**config.mk**
```make
export PLATFORM = sky130hd
export DESIGN_NAME = irq_timer
export DESIGN_NICKNAME = d
export VERILOG_FILES = /design/src/rtl/timer_pkg.sv /design/src/rtl/timer_prescaler.sv /design/src/rtl/irq_timer.sv
export SDC_FILE = /design/constraint.sdc
export NUM_CORES = 1
export LEC_CHECK = 0
export CORE_ASPECT_RATIO = 1.1
export CORE_MARGIN = 5
export CORE_UTILIZATION = 35
export DETAILED_ROUTE_END_ITERATION = 12
export SYNTH_ARGS = -nofsm -noshare
export SYNTH_HDL_FRONTEND = slang
export SYNTH_SLANG_ARGS = --single-unit
export TNS_END_PERCENT = 5
```
**constraint.sdc**
```tcl
create_clock -name clk -period 6.6 [get_ports clk]
set_input_delay 0.99 -clock clk [delete_from_list [all_inputs] [get_ports clk]]
set_output_delay 0.99 -clock clk [all_outputs]
set_load 0.02 [all_outputs]
```
**src/rtl/timer_pkg.sv**
```systemverilog
// Shared register map, TCON bit positions and address decode for the irq_timer peripheral.
package timer_pkg;

   localparam logic [7:0] OFS_TH      = 8'h00;
   localparam logic [7:0] OFS_TL      = 8'h04;
   localparam logic [7:0] OFS_TCON    = 8'h08;
   localparam logic [7:0] OFS_PSC     = 8'h0C;
   localparam logic [7:0] OFS_SYSTICK = 8'h14;

   localparam int unsigned TCON_EN = 0;
   localparam int unsigned TCON_IE = 1;
   localparam int unsigned TCON_IF = 2;

   localparam logic [31:0] TL_MAX = 32'hFFFF_FFFF;

   typedef enum logic [2:0] {
      REG_NONE,
      REG_TH,
      REG_TL,
      REG_TCON,
      REG_PSC,
      REG_SYSTICK
   } reg_sel_e;

   function automatic reg_sel_e decode_reg(input logic [7:0] rel);
      reg_sel_e sel;
      case (rel)
         OFS_TH:      sel = REG_TH;
         OFS_TL:      sel = REG_TL;
         OFS_TCON:    sel = REG_TCON;
         OFS_PSC:     sel = REG_PSC;
         OFS_SYSTICK: sel = REG_SYSTICK;
         default:     sel = REG_NONE;
      endcase
      return sel;
   endfunction

endpackage

```
**src/rtl/timer_prescaler.sv**
```systemverilog
// Tick divider for irq_timer: counts 0..psc while enabled, ticks on the terminal count.
module timer_prescaler #(
   parameter int unsigned PSC_W = 16
) (
   input  logic             clk,
   input  logic             reset,
   input  logic             en,
   input  logic [PSC_W-1:0] psc,
   input  logic             clr,
   output logic             tick
);

   logic [PSC_W-1:0] count;
   logic             terminal;

   assign terminal = (count == psc);
   // A PSC write restarts the period, so the old terminal count must not tick.
   assign tick     = en & ~clr & terminal;

   always_ff @(posedge clk or posedge reset) begin
      if (reset) begin
         count <= '0;
      end else if (!en || clr || terminal) begin
         count <= '0;
      end else begin
         count <= count + PSC_W'(1);
      end
   end

endmodule

```
**src/rtl/irq_timer.sv**
```systemverilog
// Memory-mapped reload timer with level interrupt and free-running SYSTICK.
// Optional prescaler enabled by defining TIMER_PRESCALER_EN.
module irq_timer
   import timer_pkg::*;
#(
   parameter logic [7:0]  BASE_OFS = 8'h00,
   parameter int unsigned PSC_W    = 16
) (
   input  logic        clk,
   input  logic        reset,
   input  logic        rd,
   input  logic        wr,
   input  logic [31:0] addr,
   input  logic [31:0] wdata,
   output logic [31:0] rdata,
   output logic        irqout
);

   logic [7:0]  rel_ofs;
   reg_sel_e    sel;
   logic        wr_th, wr_tl, wr_tcon;
   logic [31:0] th, tl, systick;
   logic        en, ie, iflag;
   logic        tick, ovf;
   logic        unused_addr;

   assign rel_ofs     = {addr[7:2], 2'b00} - BASE_OFS;
   assign sel         = decode_reg(rel_ofs);
   assign wr_th       = wr & (sel == REG_TH);
   assign wr_tl       = wr & (sel == REG_TL);
   assign wr_tcon     = wr & (sel == REG_TCON);
   assign unused_addr = &{1'b0, addr[31:8], addr[1:0]};

`ifdef TIMER_PRESCALER_EN
   logic [PSC_W-1:0] psc;
   logic             wr_psc;

   assign wr_psc = wr & (sel == REG_PSC);

   always_ff @(posedge clk or posedge reset) begin
      if (reset) begin
         psc <= '0;
      end else if (wr_psc) begin
         psc <= wdata[PSC_W-1:0];
      end
   end

   timer_prescaler #(.PSC_W(PSC_W)) u_prescaler (
      .clk   (clk),
      .reset (reset),
      .en    (en),
      .psc   (psc),
      .clr   (wr_psc),
      .tick  (tick)
   );
`else
   localparam int unsigned UNUSED_PSC_W = PSC_W;

   assign tick = en;
`endif

   // A CPU write to TL drops the concurrent tick, so it can neither reload nor raise IF.
   assign ovf    = tick & ~wr_tl & (tl == TL_MAX);
   assign irqout = ie & iflag;

   always_ff @(posedge clk or posedge reset) begin
      if (reset) begin
         th      <= '0;
         tl      <= '0;
         en      <= 1'b0;
         ie      <= 1'b0;
         iflag   <= 1'b0;
         systick <= '0;
      end else begin
         systick <= systick + 32'd1;

         if (wr_th) begin
            th <= wdata;
         end

         if (wr_tl) begin
            tl <= wdata;
         end else if (ovf) begin
            tl <= th;
         end else if (tick) begin
            tl <= tl + 32'd1;
         end

         if (wr_tcon) begin
            en    <= wdata[TCON_EN];
            ie    <= wdata[TCON_IE];
            iflag <= wdata[TCON_IF] | (ovf & wdata[TCON_IE]);
         end else if (ovf & ie) begin
            iflag <= 1'b1;
         end
      end
   end

   always_comb begin
      rdata = '0;
      if (rd) begin
         case (sel)
            REG_TH:      rdata = th;
            REG_TL:      rdata = tl;
            REG_TCON: begin
               rdata[TCON_EN] = en;
               rdata[TCON_IE] = ie;
               rdata[TCON_IF] = iflag;
            end
`ifdef TIMER_PRESCALER_EN
            REG_PSC:     rdata[PSC_W-1:0] = psc;
`endif
            REG_SYSTICK: rdata = systick;
            default:     rdata = '0;
         endcase
      end
   end

endmodule

```
==> qor.yml, run 1 <==
die:
  die_w_um: 133
  start_util_pct: 35.7
  die-height_um: 146
  ios: 101
  row_count: 49
  dieArea_um2: 19400
  coreArea_um2: 16400
synth:
  synthFlopType: "dfrtp_1"
  seq_area_frac_synth_pct: 42.4
  synth-seq-cells: 99
  yosys-top-cells-area: "dfrtp_1, mux2_2, xnor2_1, a22oi_1, nand3_1"
  synth-edff-count: 0
  syn_area_per_cell_um2: 9.57
  synth_fp_nets: 681
  syn_area_um2: 5850
  yosys.cell_count.top_type: "dfrtp_1"
  yosys-top-cells-count: "dfrtp_1, mux2_2, nor2_1, nand3_1, nand2_1"
  ys_warn_count: 0
  async_flop_share_pct: 100
  synth_cells: 611
  ys_types: 45
  synth.top_cell.area_share_pct: 42.4
  yosysTopAreaCell: "dfrtp_1"
worst_hold_path:
  min_from: "systick[17]"
  hp-class: "flip-flop to flip-flop"
worst_setup_path:
  endpoint_kind: "output port"
  worstPathArrival_ns: 3.94
  crit_required_ns: 5.61
  reg2reg_from: "tl[0]"
  start_kind: "input port"
  critPathLaunch: "addr[4]"
  crit_path_max_fanout: 18
  worstSetupPathType: "input port to output port"
routing:
  vias_per_cell: 5.67
  wl_per_cell_um: 19.5
  ant_nets: 0
  dr_total_vias: 4957
  drc: 0
  wl_um: 17100
  first_iter_violations: 404
  first_pass_iters: 5
finish:
  synthToLayoutAreaGrowth_pct: 21.6
  drive_above_1_share_pct: 15.1
  antenna_cells: 0
  final_nets: 735
cts:
  ctsRootBufferMaster: "clkbuf_16"
  htree_levels: 3
  clkLatencyLatePin_ns: 0.36
  cts_resized: 0
  cts_sinks: 99
  post_cts_buffers: 0
  cts_buffers: 9
  cts.path.max_buffers: 2
  post_cts_hold_buffer_count: 0
  cts_tree: "done"
  clkTransAtPathRegs_ns: 0.07
timing:
  setup_violations: 0
  skew_ns: 0.00638
  finalCritPeriodShare_pct: 74.7
  rsz0062_at_grt: "false"
  fin_crit_ns: 4.93
  finalMaxSlewViolations: 0
  maxSlewHeadroom_pct: 26.7
  max_freq_mhz: 203
  worst_pin_slew_ns: 1.10
  totalNegativeSetupSlack_ns: 0
  hold_viol_final: 0
global_route:
  grt_pass1_wl_um: 28100
  grt.total_usage_pct: 18.1
  grt_max_degree: 80
  grt_antenna_before_repair: 0
  grt_overflow_total: 0
  grt_pass1_vias: 5232
job:
  max_cap_violations: 0
power:
  power.total_mw: 1.92
  power_density_nw_per_um2: 270
  leakagePower_nw: 2.90
  ir_worst_vdd_uv: 141
place:
  dp_hpwl_um: 11600
  finalWeightedCongestion: 0.813
  io_buffers: 74
outcome:
  status: "finished, final reports clean"
[routing by layer]
layer | wire [um] | share of wire, % | up-vias | global-route usage [%]
li1 | - | - | 2343 | -
met1 | 7400 | 43 | 2462 | 23.0
met2 | 8660 | 51 | 124 | 30.8
met3 | 654 | 3.8 | 28 | 3.53
met4 | 361 | 2.1 | 0 | 5.97
met5 | 0 | 0 | - | 0
[worst paths after layout]
check	slack, ns	endpoint	depth (start not counted)
hold / removal	0.50	systick[17]	1
min in group asynchronous	0.93	systick[22]	2
max in group asynchronous	4.35	th[22]	3
setup / recovery	1.67	rdata[14]	6
setup reg to reg	3.64	tl[6]	6
hold reg to reg	0.50	systick[17]	1
[where the power goes]
part / internal (mW) / total, mW / switching, mW
sequential: 0.711 / 0.870 / 0.158
clock: 0.382 / 0.630 / 0.248
combinational: 0.222 / 0.424 / 0.202
total: 1.31 / 1.92 / 0.608
[logic make-up (layout without fill, tap and decap cells)]
group                    count (synthesis)  after routing  share of synthesized area [%]
AND/OR/NAND/NOR                        236            236                           21.2
AO/OA/AOI/OAI                          103            103                           11.6
multiplexers                            69             69                           13.2
buffers and inverters                   49            108                           3.30
flip-flops                              99             99                           42.4
XOR/XNOR                                53             53                           7.94
adder cells (fa/ha/maj)                  2              2                          0.428
[cell usage in the layout (no fill, tap or decap), drive strengths merged, types with 16 or more instances in the layout]
cell / Yosys / routed
mux2: 64 / 64
xnor2: 38 / 38
and3: 23 / 23
nand3: 47 / 47
nand4: 19 / 19
nor3: 18 / 18
clkdlybuf4s50: 0 / 74
o21ai: 16 / 16
nor2: 51 / 51
a22oi: 32 / 32
a21oi: 22 / 22
dfrtp: 99 / 99
nand2: 41 / 41
[cell type report]
type                       instances  area (um2)
clock inverter                     6         111
sequential                        99        2480
fill                            1593        9260
timing repair buffer              84         816
multi-input combinational        463        3180
inverter                           8        32.5
tap                              204         255
clock buffer                      10         239
[worst max-delay path, stage by stage]
cell,delay (ns)
clkdlybuf4s50_1,0.89
nor2_2,0.74
buf_4,0.39
a22oi_1,0.17
nor2_1,0.13
clkdlybuf4s50_1,0.61
[metrics by stage]
| step | instance area [um2] | hold slack, ns | util (%) | setup slack (ns) | instances |
|---|---|---|---|---|---|
| after floorplan | 5850 | 0.440 | - | 3.02 | 611 |
| after global placement | 6760 | 0.482 | 41.3 | 1.72 | 858 |
| after detailed placement | 6760 | 0.490 | 41.3 | 1.68 | 858 |
| after CTS | 7110 | 0.503 | 43.4 | 1.67 | 874 |
| after global routing | 7110 | 0.523 | 43.4 | 1.49 | 874 |
| final | 7110 | 0.498 | 43.4 | 1.67 | 874 |
[state kept, by name, indices dropped and copies added, names as in the netlist]
| name | cells |
|---|---|
| systick | 32 |
| th | 32 |
| tl | 32 |
| en | 1 |
| ie | 1 |
| iflag | 1 |
No activity file was read; power rests on OpenSTA's default activity.
==> run 2: changes to the inputs <==
- clock period: 6.6 -> 4.5 ns (I/O delays scaled with it)
==> run 2 against run 1 <==
  * Wire length up 0.59%
  * Cell area fell by 0.62%
  * Clock skew about the same
  * Global-route usage decreased by 0.31 points
  * Hold slack lost 0.0089 ns
  * Non-clock buffer count grew 5
  * Final cell count is 0.34% higher
  * Total power increased by 37%
  * Largest cell class unchanged
==> qor.yml, run 2 (same netlist as run 1, synthesis figures left out) <==
timing:
  maxSlewHeadroom_pct: 29.7  # +3.0 points
  finalCritPeriodShare_pct: 85.2
  setup_violations: 0  # unchanged
  fin_crit_ns: 3.83
  totalNegativeSetupSlack_ns: 0  # unchanged
  rsz0062_at_grt: "false"
  skew_ns: 0.00675  # +0.000372 ns
  max_freq_mhz: 261
  worst_pin_slew_ns: 1.05  # -0.0433 ns
  finalMaxSlewViolations: 0  # unchanged
  hold_viol_final: 0  # unchanged
worst_setup_path:
  crit_slowest_cell: "nor2_2"
  worstSetupPathType: "input port to output port"
  path_common_cell: "clkdlybuf4s50_1"
  critPathTopFamily: "buffers and inverters"
  crit_path_max_incr_delay_ns: 0.83  # -0.06 ns
  path_buf_inv: 3  # unchanged
  worstPathArrival_ns: 3.16  # -0.78 ns
  endpoint_kind: "output port"
  crit_path_max_fanout: 19  # +1
  crit_required_ns: 3.83  # -1.78 ns
  cp_cell_sequence: "clkdlybuf4s50_1 -> nor2_2 -> buf_4 -> a22oi_1 -> nor2_1 -> clkdlybuf4s50_1"
  start_kind: "input port"
die:
  start_util_pct: 35.7  # unchanged
  coreArea_um2: 16400  # unchanged
  dieArea_um2: 19400  # unchanged
  die_w_um: 133  # unchanged
  row_count: 49  # unchanged
  ios: 101  # unchanged
  die-height_um: 146  # unchanged
cts:
  cts_sinks: 99  # unchanged
  ctsRootBufferMaster: "clkbuf_16"
  clkTransAtPathRegs_ns: 0.06  # about the same
  cts.path.max_buffers: 2  # unchanged
  cts_buffers: 9  # unchanged
  cts_resized: 0  # unchanged
  cts_tree: "done"
  clkLatencyLatePin_ns: 0.35  # about the same
  post_cts_buffers: 0  # unchanged
  htree_levels: 3  # unchanged
  post_cts_hold_buffer_count: 0  # unchanged
global_route:
  grt_pass1_vias: 5149  # -1.6%
  grt_antenna_before_repair: 0  # unchanged
  grt_max_degree: 67  # -16%
  grt_pass1_wl_um: 27800  # -1.3%
  grt_overflow_total: 0  # unchanged
  grt.total_usage_pct: 17.8  # -0.31 points
power:
  leakagePower_nw: 2.89  # -0.51%
  power_density_nw_per_um2: 373  # +38%
  switching_share_pct: 32.8  # +1.2 points
  comb_power_share_pct: 23.5  # +1.5 points
  ir_worst_vdd_uv: 223  # +58%
  internal_power_mw: 1.77  # +35%
  power.total_mw: 2.63  # +37%
  p_switching_mw: 0.865  # +42%
  p_seq_share_pct: 48.6  # +3.4 points
  clkPwrFrac_pct: 27.9  # -4.8 points
routing:
  wl_per_cell_um: 19.6  # +0.25%
  first_iter_violations: 289  # -28%
  vias_per_cell: 5.75  # +1.3%
  dr_total_vias: 5041  # +1.7%
  ant_nets: 0  # unchanged
  wl_um: 17200  # +0.59%
  first_pass_iters: 5  # unchanged
  drc: 0  # unchanged
finish:
  antenna_cells: 0  # unchanged
  final_cell_mix: "dfrtp_1, clkdlybuf4s50_1, mux2_2"
  final_nets: 740  # +0.68%
  drive_above_1_share_pct: 15.3  # +0.23 points
  top_regs: "systick (32), th (32), tl (32)"
  layout_commonest_cell: "dfrtp_1"
  synthToLayoutAreaGrowth_pct: 20.9
worst_hold_path:
  hp-class: "flip-flop to flip-flop"
place:
  finalWeightedCongestion: 0.823  # +1.2%
  io_buffers: 74  # unchanged
  dp_hpwl_um: 11900  # +2.0%
outcome:
  status: "finished, final reports clean"
job:
  max_cap_violations: 0  # unchanged
[run 2: final timing paths]
path | start | to | slack (ns) | cells past startpoint
worst max register to register | tl[0] | tl[23] | 1.71 | 6
min in group asynchronous | reset | th[22] | 0.86 | 2
worst min-delay path | systick[31] | systick[31] | 0.49 | 1
worst min register to register | systick[31] | systick[31] | 0.49 | 1
worst max-delay path | addr[2] | rdata[24] | 0.67 | 6
max in group asynchronous | reset | tl[2] | 2.84 | 3
[run 2: power groups by stage]
| stage | Sequential (mW) | Clock, mW | Combinational (mW) |
|---|---|---|---|
| after global placement | 1.28 | 0 | 0.604 |
| after global routing | 1.31 | 0.785 | 0.695 |
| after floorplan | 1.20 | 0 | 0.506 |
| after CTS | 1.27 | 0.750 | 0.620 |
| final | 1.28 | 0.734 | 0.619 |
| after detailed placement | 1.29 | 0 | 0.615 |
[run 2: layer usage]
| layer | part of all wire, % | vias to the layer above | track usage [%] |
|---|---|---|---|
| li1 | - | 2356 | - |
| met1 | 43 | 2520 | 22.8 |
| met2 | 50 | 142 | 30.3 |
| met3 | 4.9 | 23 | 3.60 |
| met4 | 1.5 | 0 | 5.35 |
| met5 | 0 | - | 0 |
[run 2: cell type report]
type | instances | area [um2]
clock inverters | 2 | 12.5
repair buffers | 89 | 853
clock buffers | 12 | 256
well taps | 204 | 255
flip-flops and latches | 99 | 2480
inverters | 8 | 32.5
multi-input cells | 463 | 3180
fillers | 1591 | 9300
[run 2: per-stage QoR]
stage	worst slack, ns	util [%]	cell area, um2	hold WS [ns]	instances
after floorplan	1.23	-	5850	0.440	611
after global placement	0.682	41.5	6800	0.478	863
after detailed placement	0.695	41.5	6800	0.470	863
after CTS	0.669	43.2	7070	0.491	877
after global routing	0.506	43.2	7070	0.519	877
final	0.668	43.2	7070	0.489	877
==> run 3: changes to the inputs <==
- CORE_MARGIN: 5 -> 1
- clock period: 4.5 -> 4 ns (I/O delays scaled with it)
==> run 3 against run 2 <==
  * The flow now finishes with violations (DRC)
  * Total power up 15%
  * Via count down 1.2%
  * Sequential share of layout area fell by 0.14 points
  * Non-clock buffer count did not move
  * Critical path depth unchanged
  * Combinational power up 12%
  * Critical path type unchanged
==> qor.yml, run 3 (same netlist as run 1, synthesis figures left out) <==
die:
  die-height_um: 138  # -5.5%
  start_util_pct: 35.7  # unchanged
  die_w_um: 125  # -6.0%
  ios: 101  # unchanged
  row_count: 49  # unchanged
  coreArea_um2: 16400  # unchanged
  dieArea_um2: 17200  # -11%
cts:
  cts_buffers: 9  # unchanged
  ctsRootBufferMaster: "clkbuf_16"
  htree_levels: 3  # unchanged
  clkTransAtPathRegs_ns: 0.07  # about the same
  cts_sinks: 99  # unchanged
  cts_tree: "done"
  cts.path.max_buffers: 2  # unchanged
  clkLatencyLatePin_ns: 0.36  # about the same
  cts_resized: 0  # unchanged
  post_cts_buffers: 0  # unchanged
  post_cts_hold_buffer_count: 0  # unchanged
worst_setup_path:
  critPathLaunch: "addr[2]"
  reg2reg_from: "tl[19]"
  rr_endpoint: "tl[6]"
  worstPathArrival_ns: 3.18  # +0.02 ns
  crit_path_max_fanout: 23  # +4
  endpoint_kind: "output port"
  crit_required_ns: 3.40  # -0.43 ns
  start_kind: "input port"
  r2r_slack_ns: 1.16  # -0.55 ns
  rr_worst_depth: 5  # -1
  worstSetupPathType: "input port to output port"
timing:
  fin_crit_ns: 3.78
  finalCritPeriodShare_pct: 94.4
  worst_pin_slew_ns: 1.28  # +0.231 ns
  totalNegativeSetupSlack_ns: 0  # unchanged
  setup_violations: 0  # unchanged
  max_freq_mhz: 265
  skew_ns: 0.00703  # +0.000280 ns
  hold_viol_final: 0  # unchanged
  maxSlewHeadroom_pct: 14.3  # -15 points
  rsz0062_at_grt: "false"
  holdWs_ns: 0.483  # -0.00617 ns
  finalMaxSlewViolations: 0  # unchanged
outcome:
  status: "complete, but fails checks"
  violations: "DRC"
finish:
  final_nets: 740  # unchanged
  antenna_cells: 0  # unchanged
  synthToLayoutAreaGrowth_pct: 21.3
  drive_above_1_share_pct: 15.4  # +0.10 points
  layout_commonest_cell: "dfrtp_1"
  stdcell_area_um2: 7090  # +0.39%
  top_regs: "systick (32), th (32), tl (32)"
  post-route-util_pct: 43.3  # +0.17 points
  final_cell_mix: "dfrtp_1, clkdlybuf4s50_1, mux2_2"
routing:
  drc: 4  # +4
  first_pass_iters: 11  # +6
  wl_um: 16600  # -3.4%
  dr_total_vias: 4981  # -1.2%
  vias_per_cell: 5.67  # -1.4%
  ant_nets: 0  # unchanged
  wl_per_cell_um: 18.9  # -3.6%
  first_iter_violations: 277  # -4.2%
global_route:
  grt_overflow_total: 0  # unchanged
  grt.total_usage_pct: 20.0  # +2.3 points
  grt_pass1_vias: 5004  # -2.8%
  grt_pass1_wl_um: 26700  # -3.8%
  grt_antenna_before_repair: 0  # unchanged
  grt_max_degree: 54  # -19%
power:
  power_density_nw_per_um2: 425  # +14%
  ir_worst_vdd_uv: 231  # +3.9%
  power.total_mw: 3.02  # +15%
  leakagePower_nw: 2.90  # +0.25%
place:
  io_buffers: 74  # unchanged
  dpl_cell_area_um2: 6800  # unchanged
  finalWeightedCongestion: 0.853  # +3.6%
  dp_hpwl_um: 11400  # -4.2%
worst_hold_path:
  hp-class: "flip-flop to flip-flop"
  min_from: "systick[31]"
  min_path_cells: 1  # unchanged
  hold_end: "systick[31]"
job:
  max_cap_violations: 0  # unchanged
[run 3: changes by cell type in the layout (fill, tap and decap cells not counted)]
cell	before	now
clkinvlp_4	1	2
clkbuf_1	1	2
clkbuf_8	2	1
bufinv_16	0	1
[run 3: layout make-up]
cell class	count	area, um2
multi-input cells	463	3180
clock inverters	4	50.0
flip-flops and latches	99	2480
inverters	8	32.5
fillers	1564	9280
clock buffers	12	246
well taps	204	255
repair buffers	89	853
[run 3: worst max-delay path by stage]
stage,end
6_report,rdata[8]
5_1_grt,rdata[9]
4_1_cts,rdata[8]
3_5_place_dp,rdata[8]
3_3_place_gp,rdata[6]
2_1_floorplan,en
[run 3: report_power, final]
part,leakage [nW],total (mW),switching [mW],internal [mW]
registers,1.28,1.43,0.258,1.17
clock network,0.139,0.890,0.389,0.502
logic,1.48,0.695,0.327,0.369
[run 3: layer usage]
metal,track usage [%],share of wire [%]
met1,24.1,43
met2,35.8,50
met4,6.57,1.9
met5,0,0
met3,4.23,4.6
[run 3: critical path: stages]
cell and delay (ns):
clkdlybuf4s50_1 0.43, nor2_2 0.99, buf_4 0.32, a22oi_1 0.10, nor2_1 0.12, clkdlybuf4s50_1 0.61
[run 3: metrics by stage]
step	cells	setup slack [ns]
2_1_floorplan	611	0.810
3_3_place_gp	863	0.260
3_5_place_dp	863	0.267
4_1_cts	879	0.250
5_1_grt	879	0.122
6_report	879	0.224
